[config.mk]
export PLATFORM = sky130hd
export DESIGN_NAME = layer_controller
export DESIGN_NICKNAME = d
export VERILOG_FILES = /design/src/rtl/nn_pkg.sv /design/src/rtl/layer_result_buffer.sv /design/src/rtl/layer_controller.sv
export SDC_FILE = /design/constraint.sdc
export NUM_CORES = 1
export LEC_CHECK = 0
export ABC_CLOCK_PERIOD_IN_PS = 2250
export CAP_MARGIN = 10
export CORE_MARGIN = 1.5
export CORE_UTILIZATION = 41
export CTS_CLUSTER_SIZE = 12
export DETAILED_ROUTE_END_ITERATION = 8
export HOLD_SLACK_MARGIN = 0.05
export PLACE_DENSITY = 0.77
export SYNTH_ARGS = -nofsm -noshare
export SYNTH_HDL_FRONTEND = slang
export SYNTH_SLANG_ARGS = --single-unit
export TNS_END_PERCENT = 20
[constraint.sdc]
create_clock -name clk -period 2.25 [get_ports clk]
set_input_delay 0.45 -clock clk [delete_from_list [all_inputs] [get_ports clk]]
set_output_delay 0.45 -clock clk [all_outputs]
set_load 0.03 [all_outputs]
[src/rtl/nn_pkg.sv]
// Shared types and constants for the fully-connected layer sequencing blocks.
// No logic, so no latency.
// No handshakes here, so no backpressure behaviour.
package nn_pkg;

    localparam int NN_CFG_WIDTH = 32;

    typedef enum logic [1:0] {
        ST_IDLE  = 2'd0,
        ST_FEED  = 2'd1,
        ST_WAIT  = 2'd2,
        ST_DRAIN = 2'd3
    } lc_state_t;

    typedef struct packed {
        logic                    isBias;
        logic [NN_CFG_WIDTH-1:0] layer;
        logic [NN_CFG_WIDTH-1:0] neuron;
        logic [NN_CFG_WIDTH-1:0] data;
    } nn_cfg_cmd_t;

endpackage

[src/rtl/layer_result_buffer.sv]
// Per-neuron result capture registers with "captured" flags and a read port.
// Capture is registered (1 cycle); allCaptured looks ahead to this cycle's strobes.
// No backpressure: strobes are accepted whenever capture is enabled.
module layer_result_buffer
    import nn_pkg::*;
#(
    parameter int numNeurons = 16,
    parameter int dataWidth  = 8,
    parameter int IW         = $clog2(numNeurons)
) (
    input  logic                            clk,
    input  logic                            reset,
    input  logic                            i_capEn,
    input  logic                            i_clear,
    input  logic [numNeurons*dataWidth-1:0] i_neuronOut,
    input  logic [numNeurons-1:0]           i_neuronOutValid,
    input  logic [IW-1:0]                   i_rdIdx,
    output logic [dataWidth-1:0]            o_rdData,
    output logic                            o_allCaptured
);

    logic [dataWidth-1:0]  r_result [numNeurons];
    logic [numNeurons-1:0] r_flag;
    logic [numNeurons-1:0] w_strobe;

    assign w_strobe      = i_capEn ? i_neuronOutValid : '0;
    // Counting strobes arriving this cycle lets the FSM leave WAIT one cycle earlier.
    assign o_allCaptured = &(r_flag | w_strobe);
    assign o_rdData      = r_result[i_rdIdx];

    // Capture every strobing neuron's slice; a repeat strobe simply overwrites.
    always_ff @(posedge clk or negedge reset) begin
        if (!reset) begin
            r_flag <= '0;
            for (int k = 0; k < numNeurons; k++) begin
                r_result[k] <= '0;
            end
        end else if (i_clear) begin
            r_flag <= '0;
        end else begin
            for (int k = 0; k < numNeurons; k++) begin
                if (w_strobe[k]) begin
                    r_result[k] <= i_neuronOut[k*dataWidth +: dataWidth];
                    r_flag[k]   <= 1'b1;
                end
            end
        end
    end

endmodule

[src/rtl/layer_controller.sv]
// Sequences one FC layer: broadcast inputs to neurons, gather results, serialise them out.
// Input to neuronIn is 1 cycle; last capture to first outValid is 1 cycle; cfg writes 1 cycle.
// inReady drops from the last input until the final output handshake; outData holds while outReady=0.
// Config write path exists unless PRETRAINED_EN is defined.
module layer_controller
    import nn_pkg::*;
#(
    parameter int layerNumber = 0,
    parameter int numNeurons  = 16,
    parameter int numInputs   = 16,
    parameter int dataWidth   = 8
) (
    input  logic                            clk,
    input  logic                            reset,
    input  logic                            inValid,
    input  logic [dataWidth-1:0]            inData,
    output logic                            inReady,
    output logic [dataWidth-1:0]            neuronIn,
    output logic                            neuronValid,
    input  logic [numNeurons*dataWidth-1:0] neuronOut,
    input  logic [numNeurons-1:0]           neuronOutValid,
    output logic                            outValid,
    output logic [dataWidth-1:0]            outData,
    output logic [$clog2(numNeurons)-1:0]   outIndex,
    output logic                            outLast,
    input  logic                            outReady,
    output logic                            busy
`ifndef PRETRAINED_EN
    ,
    input  logic                            cfgValid,
    input  logic                            cfgIsBias,
    input  logic [NN_CFG_WIDTH-1:0]         cfgLayer,
    input  logic [NN_CFG_WIDTH-1:0]         cfgNeuron,
    input  logic [NN_CFG_WIDTH-1:0]         cfgData,
    output logic [numNeurons-1:0]           weightWriteEn,
    output logic [numNeurons-1:0]           biasWriteEn,
    output logic [NN_CFG_WIDTH-1:0]         weightData,
    output logic [NN_CFG_WIDTH-1:0]         biasData
`endif
);

    localparam int             IW       = $clog2(numNeurons);
    localparam int             CW       = $clog2(numInputs + 1);
    localparam logic [CW-1:0]  LAST_IN  = CW'(numInputs - 1);
    localparam logic [IW-1:0]  LAST_OUT = IW'(numNeurons - 1);

    lc_state_t            r_state;
    logic [CW-1:0]        r_inCount;
    logic [IW-1:0]        r_outIdx;
    logic                 r_inReady;
    logic                 r_outValid;
    logic                 r_neuronValid;
    logic [dataWidth-1:0] r_neuronIn;

    logic                 w_inHs;
    logic                 w_outHs;
    logic                 w_lastOut;
    logic                 w_capEn;
    logic                 w_clear;
    logic                 w_allCaptured;
    logic [dataWidth-1:0] w_rdData;

    assign w_inHs    = inValid & r_inReady;
    assign w_outHs   = r_outValid & outReady;
    assign w_lastOut = (r_outIdx == LAST_OUT);
    assign w_capEn   = (r_state == ST_WAIT);
    assign w_clear   = w_outHs & w_lastOut;

    layer_result_buffer #(
        .numNeurons (numNeurons),
        .dataWidth  (dataWidth),
        .IW         (IW)
    ) u_results (
        .clk              (clk),
        .reset            (reset),
        .i_capEn          (w_capEn),
        .i_clear          (w_clear),
        .i_neuronOut      (neuronOut),
        .i_neuronOutValid (neuronOutValid),
        .i_rdIdx          (r_outIdx),
        .o_rdData         (w_rdData),
        .o_allCaptured    (w_allCaptured)
    );

    assign inReady     = r_inReady;
    assign neuronIn    = r_neuronIn;
    assign neuronValid = r_neuronValid;
    assign outValid    = r_outValid;
    // Result registers are read live; gating keeps outData at zero outside DRAIN.
    assign outData     = r_outValid ? w_rdData : '0;
    assign outIndex    = r_outIdx;
    assign outLast     = r_outValid & w_lastOut;
    assign busy        = (r_state != ST_IDLE);

    // Layer sequencer: feed inputs, wait for all neurons, drain results.
    always_ff @(posedge clk or negedge reset) begin
        if (!reset) begin
            r_state       <= ST_IDLE;
            r_inCount     <= '0;
            r_outIdx      <= '0;
            r_inReady     <= 1'b1;
            r_outValid    <= 1'b0;
            r_neuronValid <= 1'b0;
            r_neuronIn    <= '0;
        end else begin
            r_neuronValid <= 1'b0;
            case (r_state)
                ST_IDLE, ST_FEED: begin
                    if (w_inHs) begin
                        r_neuronIn    <= inData;
                        r_neuronValid <= 1'b1;
                        r_inCount     <= r_inCount + 1'b1;
                        if (r_inCount == LAST_IN) begin
                            r_state   <= ST_WAIT;
                            r_inReady <= 1'b0;
                        end else begin
                            r_state   <= ST_FEED;
                        end
                    end
                end
                ST_WAIT: begin
                    if (w_allCaptured) begin
                        r_state    <= ST_DRAIN;
                        r_outIdx   <= '0;
                        r_outValid <= 1'b1;
                    end
                end
                ST_DRAIN: begin
                    if (w_outHs) begin
                        if (w_lastOut) begin
                            r_state    <= ST_IDLE;
                            r_outValid <= 1'b0;
                            r_inReady  <= 1'b1;
                            r_inCount  <= '0;
                            r_outIdx   <= '0;
                        end else begin
                            r_outIdx   <= r_outIdx + 1'b1;
                        end
                    end
                end
                default: begin
                    r_state <= ST_IDLE;
                end
            endcase
        end
    end

`ifndef PRETRAINED_EN
    localparam logic [NN_CFG_WIDTH-1:0] LAYER_ID  = NN_CFG_WIDTH'(layerNumber);
    localparam logic [NN_CFG_WIDTH-1:0] NEURON_LM = NN_CFG_WIDTH'(numNeurons);

    nn_cfg_cmd_t           w_cfg;
    logic                  w_cfgHit;
    logic [numNeurons-1:0] w_cfgSel;

    assign w_cfg    = '{isBias: cfgIsBias, layer: cfgLayer, neuron: cfgNeuron, data: cfgData};
    assign w_cfgHit = cfgValid && (r_state == ST_IDLE) &&
                      (w_cfg.layer == LAYER_ID) && (w_cfg.neuron < NEURON_LM);
    assign w_cfgSel = numNeurons'(1) << w_cfg.neuron;

    // Register config writes into a one-cycle enable plus payload to the addressed neuron.
    always_ff @(posedge clk or negedge reset) begin
        if (!reset) begin
            weightWriteEn <= '0;
            biasWriteEn   <= '0;
            weightData    <= '0;
            biasData      <= '0;
        end else begin
            weightWriteEn <= '0;
            biasWriteEn   <= '0;
            weightData    <= '0;
            biasData      <= '0;
            if (w_cfgHit) begin
                if (w_cfg.isBias) begin
                    biasWriteEn <= w_cfgSel;
                    biasData    <= w_cfg.data;
                end else begin
                    weightWriteEn <= w_cfgSel;
                    weightData    <= w_cfg.data;
                end
            end
        end
    end
`endif

endmodule

**Yosys cells after proc, flatten, opt, wreduce, memory -nomap -nowiden**

Cells that the tools add are included.
W data, S select, Z words.

- Output and inout port bits: 121
- Input bits: 254
- Flip-flop bits (word level): 262
- Word-level logic and storage cells: 168

- Order comparisons: 2
- Multiplexer cells: 55
- Shifts and indexed selects: 1
- Bitwise gates (word level): 7
- Eq/ne operators: 10
- Reduce and logical (&&, ||, !) cells: 48
- $add $sub $neg: 2

Operators with widths:

| operator | number |
|---|---|
| $mux W32 | 4 |
| $mux W16 | 6 |
| $reduce_bool A2 Y1 | 19 |
| $reduce_and A2 Y1 | 17 |
| $bmux W8 S4 | 1 |
| $logic_not A32 Y1 | 1 |
| $lt A32 B5 Y1 const B | 1 |
| $shl A1 B32 Y16 const A | 1 |
| $mux W1 | 25 |
| $mux W8 | 3 |
| $or A16 B16 Y16 | 1 |
| $reduce_and A16 Y1 | 1 |
| $mux W5 | 3 |
| $mux W4 | 3 |
| $reduce_and A4 Y1 | 3 |
| $mux W2 | 5 |
| $ne A2 B2 Y1 const B | 5 |
| $pmux W5 S2 | 1 |
| $pmux W4 S2 | 1 |
| $pmux W2 S3 | 1 |
| $add A5 B1 Y5 const B | 1 |
| $eq A5 B4 Y1 const B | 1 |
| $ge A5 B5 Y1 const B | 1 |
| $not A4 Y5 | 1 |
| other kinds (12) | 19 |

**Longest topological paths before layout**

- Word-level depth: 6
- Gate-level depth with buffers: 7
- Depth with buffers taken out: 6

**Modules after synthesis**

Synthesis repeated with hierarchy kept, for this count alone.

- Cell total of the unflattened synthesis: 795
- Area, all modules: 11,576.1 sq um

By module, submodules not included:

| module | times used | cells an instance | area an instance (sq um) | sequential area each (sq um) |
|---|---|---|---|---|
| layer_result_buffer | 1 | 417 | 6,854.1 | 3,603.5 |
| layer_controller | 1 | 378 | 4,722.0 | 2,954.1 |

**Worst setup path before layout**

No wires, ideal clock.

- Kind: reg2out
- Start: register r_outIdx[0] (netlist: outIndex[0])
- End: output outData[1]
- Data arrival time: 2.296 ns
- Cell stages (with the launch flop): 6
- Setup slack: -0.496 ns
- Buffers on the path: 2
- Data required time: 1.800 ns
- Cell sequence: dfrtp_1 clkbuf_1 buf_1 mux4_2 mux2i_1 o22ai_1

- Cells in the longest elaborated chain, start to end: 5

RTL lines:

| what | line | RTL |
|---|---|---|
| start, declared | layer_controller.sv:49 | `logic [IW-1:0] r_outIdx;` |
| start signal, assigned | layer_controller.sv:137 | `r_outIdx <= r_outIdx + 1'b1;` |
| $not A4 Y5 (not written as such) | layer_result_buffer.sv:29 | `assign o_rdData = r_result[i_rdIdx];` |
| $bmux W8 S4 | layer_result_buffer.sv:29 |  |
| $mux W8 (not written as such) (2 in a row) | layer_result_buffer.sv:29 |  |
| $mux W8 | layer_controller.sv:90 | `assign outData = r_outValid ? w_rdData : '0;` |
| end, declared | layer_controller.sv:23 | `output logic [dataWidth-1:0] outData,` |

No other way between the ends. The select of a mux whose other input is x is not followed.

**Worst setup path after layout**

- Start: register r_outIdx[0] (netlist: outIndex[0])
- End: output outData[5]

The elaborated chain is that of the path after synthesis.

==> impl_metrics.env <==
export IMPL_coreArea_um2=25250
export IMPL_rsz0062_at_grt="true"
export IMPL_max_stage_delay_ps=540
export IMPL_die_h_um=163.7
export IMPL_ys_flop_type="dfrtp_1"
export IMPL_synth_area_um2=10590
export IMPL_clock_root_buffer="clkbuf_16"
export IMPL_reg2regPathDepth=7
export IMPL_slowest_stage="mux4_2"
export IMPL_syn_nets=1018
export IMPL_multi_input_comb_area_um2=4109
export IMPL_clock_latency_ps=530
export IMPL_finalInstanceArea_um2=16930
export IMPL_fill_cells=1848
export IMPL_clk_pin_slew_ps=60
export IMPL_fmax_ghz=0.3540
export IMPL_clk_path_buf_depth=3
export IMPL_vias=8126
export IMPL_p_leak_nw=7.573
export IMPL_place_congestion=0.8497
export IMPL_crit_path_end="outData[5]"
export IMPL_avgSynthCellArea_um2=13.92
export IMPL_register_area_um2=6559
export IMPL_fin_crit_ps=2825
export IMPL_finalWorstSetupSlack_ps=-574.5
export IMPL_crit_required_ps=1800
export IMPL_clock_skew_ps=6.428
export IMPL_final_common_cell="clkdlybuf4s50_1"
export IMPL_outcome="complete, but fails checks"
export IMPL_grt_total_usage_pct=25.29
export IMPL_grt_max_degree=70
export IMPL_rr_startpoint="r_state[1]"
export IMPL_slew_headroom_pct=29.47
export IMPL_max_cap_violations=0
export IMPL_ys_warn_count=0
export IMPL_p_per_area_nw_per_um2=633.3
export IMPL_syn_to_final_growth_pct=59.83
export IMPL_finalCritPeriodShare_pct=125.5
export IMPL_antenna_left=0
export IMPL_firstDrtPassIters=7
export IMPL_via_per_inst=5.179
export IMPL_num_rows=58
export IMPL_start_util_pct=41.95
export IMPL_violations="setup timing"
export IMPL_synthCells=761
export IMPL_start_kind="flop"
export IMPL_synthArstFlopShare_pct=100.0
export IMPL_crit_chain="buf_12 -> buf_16 -> buf_4 -> mux4_2 -> mux2i_2 -> o22ai_4 -> buf_6"
export IMPL_ys_types=36
export IMPL_antenna_found_initial=3
export IMPL_cts_sinks=262
export IMPL_synth_seq_area_share_pct=61.90
export IMPL_grt_pass1_wl_um=50160
export IMPL_grt_pass1_vias=8757
export IMPL_wl_per_cell_um=21.74
export IMPL_h_tree_depth=1
export IMPL_reg2reg_slack_ps=40
export IMPL_numCtsBuffers=29
export IMPL_irDropWorstVdd_mv=0.5925
export IMPL_crit_fanout=5
export IMPL_drcViolationCount=0
export IMPL_synth_edf_count=0
export IMPL_critPathLaunch="outIndex[0]"
export IMPL_layout_common_cells="clkdlybuf4s50_1, dfrtp_1, mux2_2, and2_1, nand2_1"
export IMPL_finalSetupTns_ps=-4341
export IMPL_dp_cells=1500
export IMPL_worstPathArrival_ps=2370
export IMPL_fin_hold_ws_ps=445.4
export IMPL_hold_viol=0
export IMPL_path_class="flop to output pin"
export IMPL_dpl_cell_area_um2=15480
export IMPL_worstSetupEndpointType="output pin"
export IMPL_wl_um=34110
export IMPL_io_buffers=374
export IMPL_finalNonFillerCells=1569
export IMPL_io_pins=375
export IMPL_drive_gt1_share_pct=27.35
export IMPL_ys_ff_latch=262
export IMPL_gr_total_overflow=0
export IMPL_setup_viol=9
export IMPL_drv_slew=0
export IMPL_r2r_end="weightWriteEn[13]"
export IMPL_hold_path_class="input port to flop"
export IMPL_worst_pin_slew_ps=1056
export IMPL_die_w_um=163.7
export IMPL_hpwl_um=24830
export IMPL_cts_tree="done"
export IMPL_die_area_um2=26810
export IMPL_nets=1475
export IMPL_first_iter_violations=553
[worst min-delay path by stage]
| stage | from | end | slack (ps) | depth (start not counted) |
|---|---|---|---|---|
| 6_report | inData[2] | neuronIn[2] | 450 | 3 |
| 3_3_place_gp | reset | u_results.r_result[114] | 450 | 1 |
| 4_1_cts | inData[2] | neuronIn[2] | 420 | 3 |
| 5_1_grt | inData[2] | neuronIn[2] | 440 | 3 |
| 2_1_floorplan | reset | biasData[0] | 150 | 0 |
| 3_5_place_dp | reset | u_results.r_result[114] | 460 | 1 |
[sequential cells by signal, indices dropped and copies added (netlist names)]
name / flops
u_results.r_result: 128
biasData: 32
weightData: 32
biasWriteEn: 16
u_results.r_flag: 16
weightWriteEn: 16
neuronIn: 8
r_inCount: 5
outIndex: 4
r_state: 2
inReady: 1
neuronValid: 1
outValid: 1
[worst max-delay path: cells and delay by family (launching register included)]
kind            cells  cell delay, ps
flops               1             440
mux                 2             770
buf+inv             4             530
compound gates      1              90
[metal layers]
metal	track usage, %	vias up	part of all wire, %
met5	0	-	0.079
met4	7.149	4	3.1
met3	6.414	59	7.6
met2	46.89	330	53
met1	28.58	4097	36
li1	-	3636	-
[cell families (layout without fill, tap and decap cells)]
| family | Yosys count | count (layout) | share of synthesized area, % |
|---|---|---|---|
| other | 0 | 3 | 0 |
| AOI/OAI and AO/OA | 47 | 47 | 2.504 |
| and+or+nand+nor | 235 | 235 | 11.68 |
| muxes | 177 | 177 | 22.03 |
| adders and majority gates | 3 | 3 | 0.3544 |
| xor gates and xnor gates | 2 | 2 | 0.1654 |
| buffers and inverters | 35 | 510 | 1.370 |
| DFF | 262 | 262 | 61.90 |
[cells in the mapped netlist (5+ instances only)]
cell type | n | area share [%]
o21ai_0 | 7 | 0.33
mux2i_1 | 16 | 1.5
nand3_1 | 8 | 0.38
nor4_1 | 18 | 1.1
dfrtp_1 | 261 | 62
nand2b_1 | 5 | 0.30
buf_2 | 11 | 0.52
clkbuf_1 | 16 | 0.57
buf_1 | 5 | 0.18
nand2_1 | 57 | 2.0
a21oi_1 | 18 | 0.85
nor2_1 | 33 | 1.2
and2_1 | 64 | 3.8
mux4_2 | 32 | 6.8
o22ai_1 | 18 | 1.1
nor3_1 | 28 | 1.3
mux2_2 | 129 | 14
nand4_1 | 5 | 0.30
[area by class of cell]
type,instances,share of cell area [%]
multi-input combinational,464,24.27
clock inverter,8,0.9976
sequential,262,38.73
tap,330,2.438
timing repair buffer,458,28.55
antenna,3,0.04434
inverter,3,0.06650
clock buffer,41,4.907
[stage by stage]
stage | power [W] | worst slack [ps] | util, %
after global routing | 0.01106 | -620.4 | 67.03
after floorplan | 0.005154 | 13.57 | -
after detailed placement | 0.005843 | -510.8 | 61.30
after CTS | 0.01079 | -571.9 | 66.22
final | 0.01072 | -574.5 | 67.05
after global placement | 0.005822 | -468.1 | 61.30
[timing repair]
| action | CTS | global route |
|---|---|---|
| endpoints found under the setup margin | 11 | 91 |
| endpoints found under the hold margin | 59 | 0 |
| hold buffers | 1 | 0 |
| pin swaps | 3 | 7 |
| resized for setup | 65 | 29 |
| gates cloned | 3 | 2 |
| setup buffers | 8 | 4 |
[report_power, final]
part | total (W) | internal, W | switching [W]
clock network | 0.00495 | 0.00311 | 0.00183
registers | 0.00489 | 0.00483 | 0.0000594
logic | 0.000886 | 0.000573 | 0.000313
(Power assumes the default switching activity.)
